### config.mk
export PLATFORM = sky130hd
export DESIGN_NAME = mips_icache
export DESIGN_NICKNAME = d
export VERILOG_FILES = /design/src/rtl/mips_icache.sv
export SDC_FILE = /design/constraint.sdc
export NUM_CORES = 1
export LEC_CHECK = 0
export CAP_MARGIN = 20
export CORE_ASPECT_RATIO = 0.6
export CORE_UTILIZATION = 58
export DETAILED_ROUTE_END_ITERATION = 12
export GPL_ROUTABILITY_DRIVEN = 0
export PLACE_DENSITY = 0.79
export SYNTH_ARGS = -nofsm -noshare
export SYNTH_HDL_FRONTEND = slang
export SYNTH_SLANG_ARGS = --single-unit
### constraint.sdc
create_clock -name clk -period 14 [get_ports clk]
set_clock_uncertainty 0.05 [all_clocks]
set_input_delay 2.8 -clock clk [delete_from_list [all_inputs] [get_ports clk]]
set_output_delay 2.8 -clock clk [all_outputs]
set_load 0.005 [all_outputs]
### src/rtl/mips_icache.sv
// Direct-mapped read-only instruction cache: combinational hits, 4-word block
// refill from memory while the fetch stage is stalled.
module mips_icache #(
    parameter int LINES = 8,
    parameter int IDX_W = $clog2(LINES),
    parameter int TAG_W = 28 - IDX_W
) (
    input  logic         clk,
    input  logic         rst_n,
    input  logic         proc_read,
    input  logic         proc_write,
    input  logic [29:0]  proc_addr,
    input  logic [31:0]  proc_wdata,
    output logic [31:0]  proc_rdata,
    output logic         proc_stall,
    output logic         mem_read,
    output logic         mem_write,
    output logic [27:0]  mem_addr,
    output logic [127:0] mem_wdata,
    input  logic [127:0] mem_rdata,
    input  logic         mem_ready
);

    typedef enum logic [1:0] {IDLE, REFILL, FILL} state_t;

    state_t             state_q, state_d;
    logic [LINES-1:0]   valid_q, valid_d;
    logic               mem_read_q, mem_read_d;
    logic [27:0]        mem_addr_q, mem_addr_d;
    logic [TAG_W-1:0]   tag_q  [LINES];
    logic [127:0]       data_q [LINES];

    logic [IDX_W-1:0]   idx;
    logic [TAG_W-1:0]   tag;
    logic [1:0]         off;
    logic [IDX_W-1:0]   fill_idx;
    logic               hit;
    logic               fill_en;
    logic               unused_inputs;

    assign idx      = proc_addr[1+IDX_W:2];
    assign tag      = proc_addr[29:2+IDX_W];
    assign off      = proc_addr[1:0];
    assign fill_idx = mem_addr_q[IDX_W-1:0];

    // Writes never allocate or modify anything; the write port is inert.
    assign unused_inputs = ^{proc_write, proc_wdata};

    assign hit = (state_q == IDLE) & proc_read & valid_q[idx] & (tag_q[idx] == tag);

    // A miss returns 0 (a NOP) so the fetch-stage decoder never sees a branch.
    assign proc_rdata = hit ? data_q[idx][{off, 5'd0} +: 32] : 32'h0;
    assign proc_stall = (state_q == IDLE) ? (proc_read & ~hit) : 1'b1;

    assign mem_read  = mem_read_q;
    assign mem_addr  = mem_addr_q;
    assign mem_write = 1'b0;
    assign mem_wdata = 128'h0;

    always_comb begin
        state_d    = state_q;
        valid_d    = valid_q;
        mem_read_d = mem_read_q;
        mem_addr_d = mem_addr_q;
        fill_en    = 1'b0;
        case (state_q)
            IDLE: begin
                if (proc_read && !hit) begin
                    mem_addr_d = proc_addr[29:2];
                    mem_read_d = 1'b1;
                    state_d    = REFILL;
                end
            end
            REFILL: begin
                if (mem_ready) begin
                    fill_en           = 1'b1;
                    valid_d[fill_idx] = 1'b1;
                    mem_read_d        = 1'b0;
                    state_d           = FILL;
                end
            end
            FILL: begin
                state_d = IDLE;
            end
            default: begin
                mem_read_d = 1'b0;
                state_d    = IDLE;
            end
        endcase
    end

    always_ff @(posedge clk or negedge rst_n) begin
        if (!rst_n) begin
            state_q    <= IDLE;
            valid_q    <= '0;
            mem_read_q <= 1'b0;
            mem_addr_q <= 28'h0;
        end else begin
            state_q    <= state_d;
            valid_q    <= valid_d;
            mem_read_q <= mem_read_d;
            mem_addr_q <= mem_addr_d;
        end
    end

    // Tag and data arrays carry no reset; valid bits guard them.
    always_ff @(posedge clk) begin
        if (fill_en) begin
            tag_q[fill_idx]  <= mem_addr_q[27:IDX_W];
            data_q[fill_idx] <= mem_rdata;
        end
    end

endmodule

* Yosys cells after proc, flatten, opt, wreduce, memory -nomap -nowiden
Memories as Yosys holds them, arrays and structs flattened.
Index checks and enable logic that the tools add are counted.
** Operators by class
- Equal/unequal tests :: 5
- Shift-type cells :: 1
- Bitwise gates (word level) :: 7
- $lt $le $gt $ge :: 3
- Reduce and logical (&&, ||, !) cells :: 8
- Muxes and demuxes :: 16
** Operator list (number)
- 128-bit by 8-bit variable part select with 32-bit output :: 1
- 32-bit 2-to-1 mux :: 1
- 25-bit == test :: 1
- 1-bit 2-to-1 mux :: 9
- 3-bit by 4-bit < comparator with 1-bit output, second input constant :: 2
- 8-bit bitwise OR :: 1
- 2-bit AND reduction :: 3
- 1-bit bitwise AND :: 4
- 2-bit 2-to-1 mux :: 2
- 2-bit case mux with 2 select lines :: 1
- 1-bit binary-select mux with 3-bit select :: 1
- 1-bit demux with 3-bit select :: 1
- 3-bit by 1-bit greater-or-equal comparator with 1-bit output, second input constant :: 1
- 1-bit case mux with 3 select lines :: 1
- 3-bit AND reduction :: 1
- 2-bit by 1-bit == test with 1-bit output, second input constant :: 1
- 2-bit == test, second input constant :: 1
- 1-bit logical AND :: 2
- 2-bit zero test :: 1
- 2-bit by 1-bit != test with 1-bit output, second input constant :: 1
- 2-bit != test, second input constant :: 1
- 1-bit NOT :: 2
- 1-bit zero test :: 1
** Storage, ports and cells
- RAM bits :: 1224
- Logic and storage cells :: 46
- Memories :: 2
- Register bits after elaboration :: 39
** Memory list
- data_q :: words 8, bits a word 128, rd ports 1, clocked after memory_dff 0, wr ports 1, RTL line 31 : logic [127:0] data_q [LINES];
- tag_q :: words 8, bits a word 25, rd ports 1, clocked after memory_dff 0, wr ports 1, RTL line 30 : logic [TAG_W-1:0] tag_q [LINES];

* Depth between registers and ports, before layout
Gate-level depths: netlist of run 1.
- Depth after elaboration :: 8
- Gate-level depth with buffers :: 11
- Gate-level depth less buffers :: 8

* Worst setup path after synthesis of run 1
No wires, ideal clock.
- Path kind :: input to register
- Start :: input mem_ready
- End :: register valid_q[0]
- Arrival time :: 14.535 ns
- Stages :: 4
- Library setup time :: 0.131 ns
- Slack :: -0.716 ns
- Required time :: 13.819 ns
- Cell sequence :: inv_1 or3_1 nor3_1 or2_2
** Between the ends
- Word-level cells in the longest chain between the ends :: 1
** RTL lines
- start, declared :: RTL line 21 : input logic mem_ready
- 2-bit AND reduction (no source line)
- end signal, assigned :: RTL line 100 : valid_q <= valid_d;
- end, declared :: RTL line 27 : logic [LINES-1:0] valid_q, valid_d;
Every way passes these cells.
A chain may end at the register's enable or synchronous reset.

* Worst setup path after layout of run 1
- Start :: input proc_addr[3]
- End :: output proc_rdata[19]
** Between the ends
- Word-level cells in the longest chain between the ends :: 5
- Elaborated cells between the ends (all ways) :: 9
- Those cells by class :: 1 x eq/ne; 1 x shift; 3 x mux; 2 x bitwise; 2 x memory
** RTL lines
- start, declared :: RTL line 12 : input logic [29:0] proc_addr,
- branches (longest 4 deep; another with memory 8 x 128 bit)
- 32-bit 2-to-1 mux (*) :: RTL line 52 : assign proc_rdata = hit ? data_q[idx][{off, 5'd0} +: 32] : 32'h0;
- end, declared :: RTL line 14 : output logic [31:0] proc_rdata,
Mark *: on every way between the ends. The select of a mux whose other input is x is not followed.

==> results_dict.tcl, run 1 <==
set metrics [dict create \
    setup_tns_ps 0 \
    fmax_ghz 0.0931 \
    period_minus_slack_ps 10740 \
    grt_pass1_wl_um 149000 \
    maxSlewViolCount 0 \
    crit_start "proc_addr[3]" \
    grtUsageTotal_pct 24.2 \
    slew_headroom_pct 26.2 \
    status "complete, no violations" \
    synth.distinct_cells 38 \
    dp_hpwl_um 54300 \
    crit_fanout 102 \
    wl_per_cell_um 28.3 \
    cpMaxStageDelayCell "buf_4" \
    fillers 5068 \
    yosys_register_bits 1263 \
    layout.nets 2544 \
    yosysSeqAreaShare_pct 76.9 \
    crit_arrival_ps 7890 \
    netlist_area_um2 49100 \
    hold_buffers 0 \
    antenna_found_initial 15 \
    path_class "primary input to primary output" \
    power.leakage_uw 0.0179 \
    peakVddDrop_uv 109 \
    cts_buffers 109 \
    core-area_um2 83600 \
    chipWidth_um 378 \
    synth_warnings 0 \
    cp-start-kind "primary input" \
    clock_latency_ps 680 \
    ant_nets 0 \
    synth_ff_type "edfxtp_1" \
    start_util_pct 58.7 \
    cts_tree "built" \
    ff2ff_path_depth 6 \
    worstPathRequired_ps 11150 \
    rows 82 \
    crit_top_cell "buf_4" \
    rsz0062_at_grt "false" \
    grt.overflow.total 0 \
    clock_sinks 1263 \
    cts_resized 0 \
    syn_to_final_growth_pct 13.8 \
    hold_viol 0 \
    synth_edf_count 1224 \
    place_area_um2 52100 \
    worstMarginPinSlew_ps 1110 \
    r2r-end "data_q[4][39]" \
    power_density_nw_per_um2 150 \
    die_y_um 227 \
    max_stage_delay_ps 870 \
    r2r_slack_ps 9730 \
    root_buffer "clkbuf_16" \
    wirelength_um 101000 \
    endpoint_kind "primary output" \
    final.period_utilization_pct 76.7 \
    post_cts_buffers 0 \
    layout-drive-gt1-share_pct 24.2 \
    port_buffers 223 \
    async_flop_share_pct 3.09 \
    vias 21800 \
    drt_first_iter_violations 2241 \
    setup_viol 0 \
    clock_path_buffers 3 \
    die-area_um2 85800 \
    viasPerCell 6.09 \
    crit_chain "buf_8, buf_4, mux4_2, mux2i_1, xor2_1, nand4_1, nor4_1, nand4_2, buf_4, nor2_1, clkdlybuf4s50_1" \
    crit_path_end "proc_rdata[19]" \
    htreeDepth 3 \
    grt_pass1_vias 22700 \
    clkTransAtPathRegs_ps 70 \
    final_area_um2 55900 \
    ioPinCount 386 \
    drcViolationCount 0 \
    r2r_start "state_q[1]" \
    synth_area_per_cell_um2 23.6 \
    syn_inst 2079 \
    max_cap_violations 0 \
    drt_pass1_iterations 5 \
    grt_max_degree 145 \
    hold_class "flop to flop" \
]
-- cell type report --
cell class                 instances  area (um2)  area share [%]
sequential                      1263       37700            67.5
multi-input combinational        717       10500            18.7
clock buffer                     140        2960            5.30
timing repair buffer             257        2550            4.56
tap                             1134        1420            2.54
clock inverter                    62         719            1.29
antenna                           11        27.5          0.0493
inverter                           1        3.75         0.00672
-- power breakdown --
group / switching, uW / internal, uW / leakage [uW]
sequential: 139 / 4480 / 0.0115
clock: 1290 / 1790 / 0.00180
combinational: 389 / 326 / 0.00459
total: 1820 / 6590 / 0.0179
-- Yosys cell counts, types with 2 or more instances --
cell	instances	area, um2
buf_6	5	56.3
buf_4	131	983
nor3_1	3	15.0
nand2b_1	10	62.6
nor4_1	3	18.8
nand2_1	15	56.3
mux2_1	28	315
xor2_1	20	175
or2_2	8	50.1
mux4_2	365	8220
a221oi_1	2	17.5
edfxtp_1	1224	36800
a21o_1	2	15.0
o22ai_1	2	12.5
nor2b_1	2	12.5
o21ai_0	5	25.0
nand4_1	2	12.5
nor2_1	41	154
buf_2	44	220
clkbuf_1	30	113
dfrtp_1	39	976
mux2_2	5	56.3
buf_1	16	60.1
nand3_1	6	30.0
mux2i_1	57	571
xnor2_1	2	17.5
-- through the flow --
step / worst slack [ps] / cells / hold WS, ps / utilization, % / power, uW
floorplan: 3540 / 2207 / 383 / - / 5100
global placement: 3300 / 3371 / 397 / 62.4 / 5370
detailed placement: 3210 / 3371 / 416 / 62.4 / 5410
CTS: 3200 / 3573 / 432 / 66.8 / 8470
global route: 2970 / 3577 / 441 / 66.8 / 8670
finish: 3260 / 3585 / 434 / 66.8 / 8410
-- layer usage --
metal  global-route usage, %  wire [um]
met3                    5.74       8390
met4                    6.24       1780
met2                    37.8      49600
met1                    35.0      41600
met5                       0        109
-- sequential cells by signal, summed over array words and instances, names as in the netlist --
name / flops
valid_q: 8
tag_q: 200
data_q: 1024
mem_read: 1
state_q: 2
mem_addr: 28
-- layout by cell type (no fill, tap or decap), types with 20 or more instances in the layout --
master	instances
clkinv_2	22
nor2_1	35
mux2_1	28
mux2i_1	57
clkdlybuf4s50_1	217
xor2_1	20
dfrtp_1	39
clkbuf_1	24
clkbuf_16	113
mux4_2	365
conb_1	129
buf_4	30
edfxtp_1	1224
-- cells by family (layout without fill, tap and decap cells) --
| group | after synthesis | in the layout | synth area share, % |
|---|---|---|---|
| AO/OA/AOI/OAI | 15 | 15 | 0.199 |
| XOR/XNOR | 22 | 22 | 0.393 |
| buffers and inverters | 227 | 460 | 2.93 |
| flip-flops | 1263 | 1263 | 76.9 |
| AND/OR/NAND/NOR | 96 | 96 | 0.938 |
| other | 1 | 140 | 0.00764 |
| multiplexers | 455 | 455 | 18.7 |
-- critical path: cells and delay by family --
| family | cells | cell delay, ps |
|---|---|---|
| XOR/XNOR | 1 | 170 |
| buffers and inverters | 4 | 2570 |
| multiplexers | 2 | 670 |
| AND/OR/NAND/NOR | 4 | 1510 |
-- worst min-delay path by stage --
stage                     cells past startpoint    endpoint  startpoint  slack, ps
after global routing                          1  valid_q[3]  valid_q[3]        440
after global placement                        1  valid_q[4]  valid_q[4]        400
after CTS                                     1  valid_q[6]  valid_q[6]        430
after floorplan                               1  valid_q[7]  valid_q[7]        380
after detailed placement                      1  valid_q[7]  valid_q[7]        420
final                                         1  valid_q[7]  valid_q[7]        430
No activity file was read; power rests on OpenSTA's default activity.
==> inputs of run 2 (changes only) <==
- clock period: 14 -> 11 ns (I/O delays scaled with it)
==> results_dict.tcl, run 2 (synthesis gave the netlist of run 1 again) <==
set metrics [dict create \
    chipWidth_um 378 \
    start_util_pct 58.7 \
    rows 82 \
    hold_viol 0 \
    power_density_nw_per_um2 188 \
    maxSlewViolCount 0 \
    worstHoldStart "valid_q[0]" \
    r2r_start "tag_q[6][1]" \
    largest_register_ffs 1024 \
    stdcell_count 3580 \
    crit_arrival_ps 6730 \
    setup_viol 0 \
    crit_chain "buf_8, buf_4, mux2_2, o22ai_1, a221oi_1, xor2_1, nor3_1, nand4_2, buf_4, nor2_1, clkdlybuf4s50_1" \
    ioPinCount 386 \
    vias 21800 \
    layout.nets 2542 \
    antenna_found_initial 18 \
    clock_sinks 1263 \
    final_cell_mix "edfxtp_1 (1224), mux4_2 (365), clkdlybuf4s50_1 (217), conb_1 (129), clkbuf_16 (111)" \
    cts_buffers 108 \
    worstPathRequired_ps 8750 \
    peakVddDrop_uv 144 \
    syn_to_final_growth_pct 13.2 \
    holdWs_ps 417 \
    max_stage_delay_ps 820 \
    rsz0062_at_grt "false" \
    hold_buffers 0 \
    worstMarginPinSlew_ps 1150 \
    place_inst 3370 \
    wirelength_um 101000 \
    r2r-end "mem_addr[1]" \
    wl_per_cell_um 28.2 \
    crit_top_cell "buf_4" \
    clock_latency_ps 670 \
    crit_family "buffers and inverters" \
    max_cap_violations 0 \
    drt_pass1_iterations 5 \
    die-area_um2 85800 \
    viasPerCell 6.09 \
    dp_hpwl_um 53800 \
    endpoint_kind "primary output" \
    root_buffer "clkbuf_16" \
    grtUsageTotal_pct 23.9 \
    hold_class "flop to flop" \
    post_cts_buffers 0 \
    cpMaxStageDelayCell "buf_4" \
    cp-start-kind "primary input" \
    htreeDepth 3 \
    power.leakage_uw 0.0177 \
    final_common_cell "edfxtp_1" \
    fmax_ghz 0.111 \
    grt.overflow.total 0 \
    top_register "data_q" \
    drt_first_iter_violations 2149 \
    grt_max_degree 135 \
    drcViolationCount 0 \
    final.period_utilization_pct 81.6 \
    hold_end "valid_q[0]" \
    grt_pass1_wl_um 148000 \
    path_buf_inv 4 \
    period_minus_slack_ps 8980 \
    clock_path_buffers 3 \
    crit_fanout 106 \
    slew_headroom_pct 23.5 \
    hold_depth 1 \
    r2r_slack_ps 6870 \
    ff2ff_path_depth 8 \
    port_buffers 223 \
    core-area_um2 83600 \
    path_class "primary input to primary output" \
    cts_resized 0 \
    die_y_um 227 \
    grt_pass1_vias 22500 \
    setup_tns_ps 0 \
    layout-drive-gt1-share_pct 24.1 \
    clkTransAtPathRegs_ps 60 \
    status "complete, no violations" \
    ant_nets 0 \
    cts_tree "built" \
]
## run 2: report_power, final
part           internal [uW]  switching (uW)  leakage [uW]  total (uW)
clock network           1990            1650       0.00167        3640
registers               5700             176        0.0115        5870
logic                    417             500       0.00459         917
## run 2: worst max-delay path by stage
stage / startpoint / to / slack (ps) / depth (start not counted)
floorplan: mem_ready / valid_q[2] / 1140 / 4
global placement: proc_addr[3] / proc_rdata[23] / 2040 / 11
detailed placement: proc_addr[3] / proc_rdata[21] / 2020 / 11
CTS: proc_addr[3] / proc_rdata[21] / 2000 / 11
global route: proc_addr[3] / proc_rdata[21] / 1780 / 11
finish: proc_addr[3] / proc_rdata[21] / 2020 / 11
## run 2: routing by layer
metal | track usage (%) | up-vias | wire length (um)
li1 | - | 9063 | -
met1 | 35.3 | 11700 | 41800
met2 | 37.5 | 823 | 49000
met3 | 4.96 | 160 | 8100
met4 | 5.82 | 16 | 1990
met5 | 0 | - | 109
## run 2: area by class of cell
class | instances | area (um2)
timing repair buffer | 256 | 2590
clock inverter | 68 | 457
multi-input combinational | 717 | 10500
inverter | 1 | 3.75
antenna | 9 | 22.5
tap | 1134 | 1420
sequential | 1263 | 37700
clock buffer | 132 | 2900
fill | 5112 | 28000
## run 2: through the flow
| step | setup slack (ps) | cell area [um2] | total power (uW) | util (%) |
|---|---|---|---|---|
| 6_report | 2020 | 55600 | 10400 | 66.5 |
| 5_1_grt | 1780 | 55600 | 10700 | 66.4 |
| 4_1_cts | 2000 | 55500 | 10500 | 66.4 |
| 3_5_place_dp | 2020 | 52200 | 6890 | 62.4 |
| 3_3_place_gp | 2040 | 52200 | 6840 | 62.4 |
| 2_1_floorplan | 1140 | 49600 | 6500 | - |
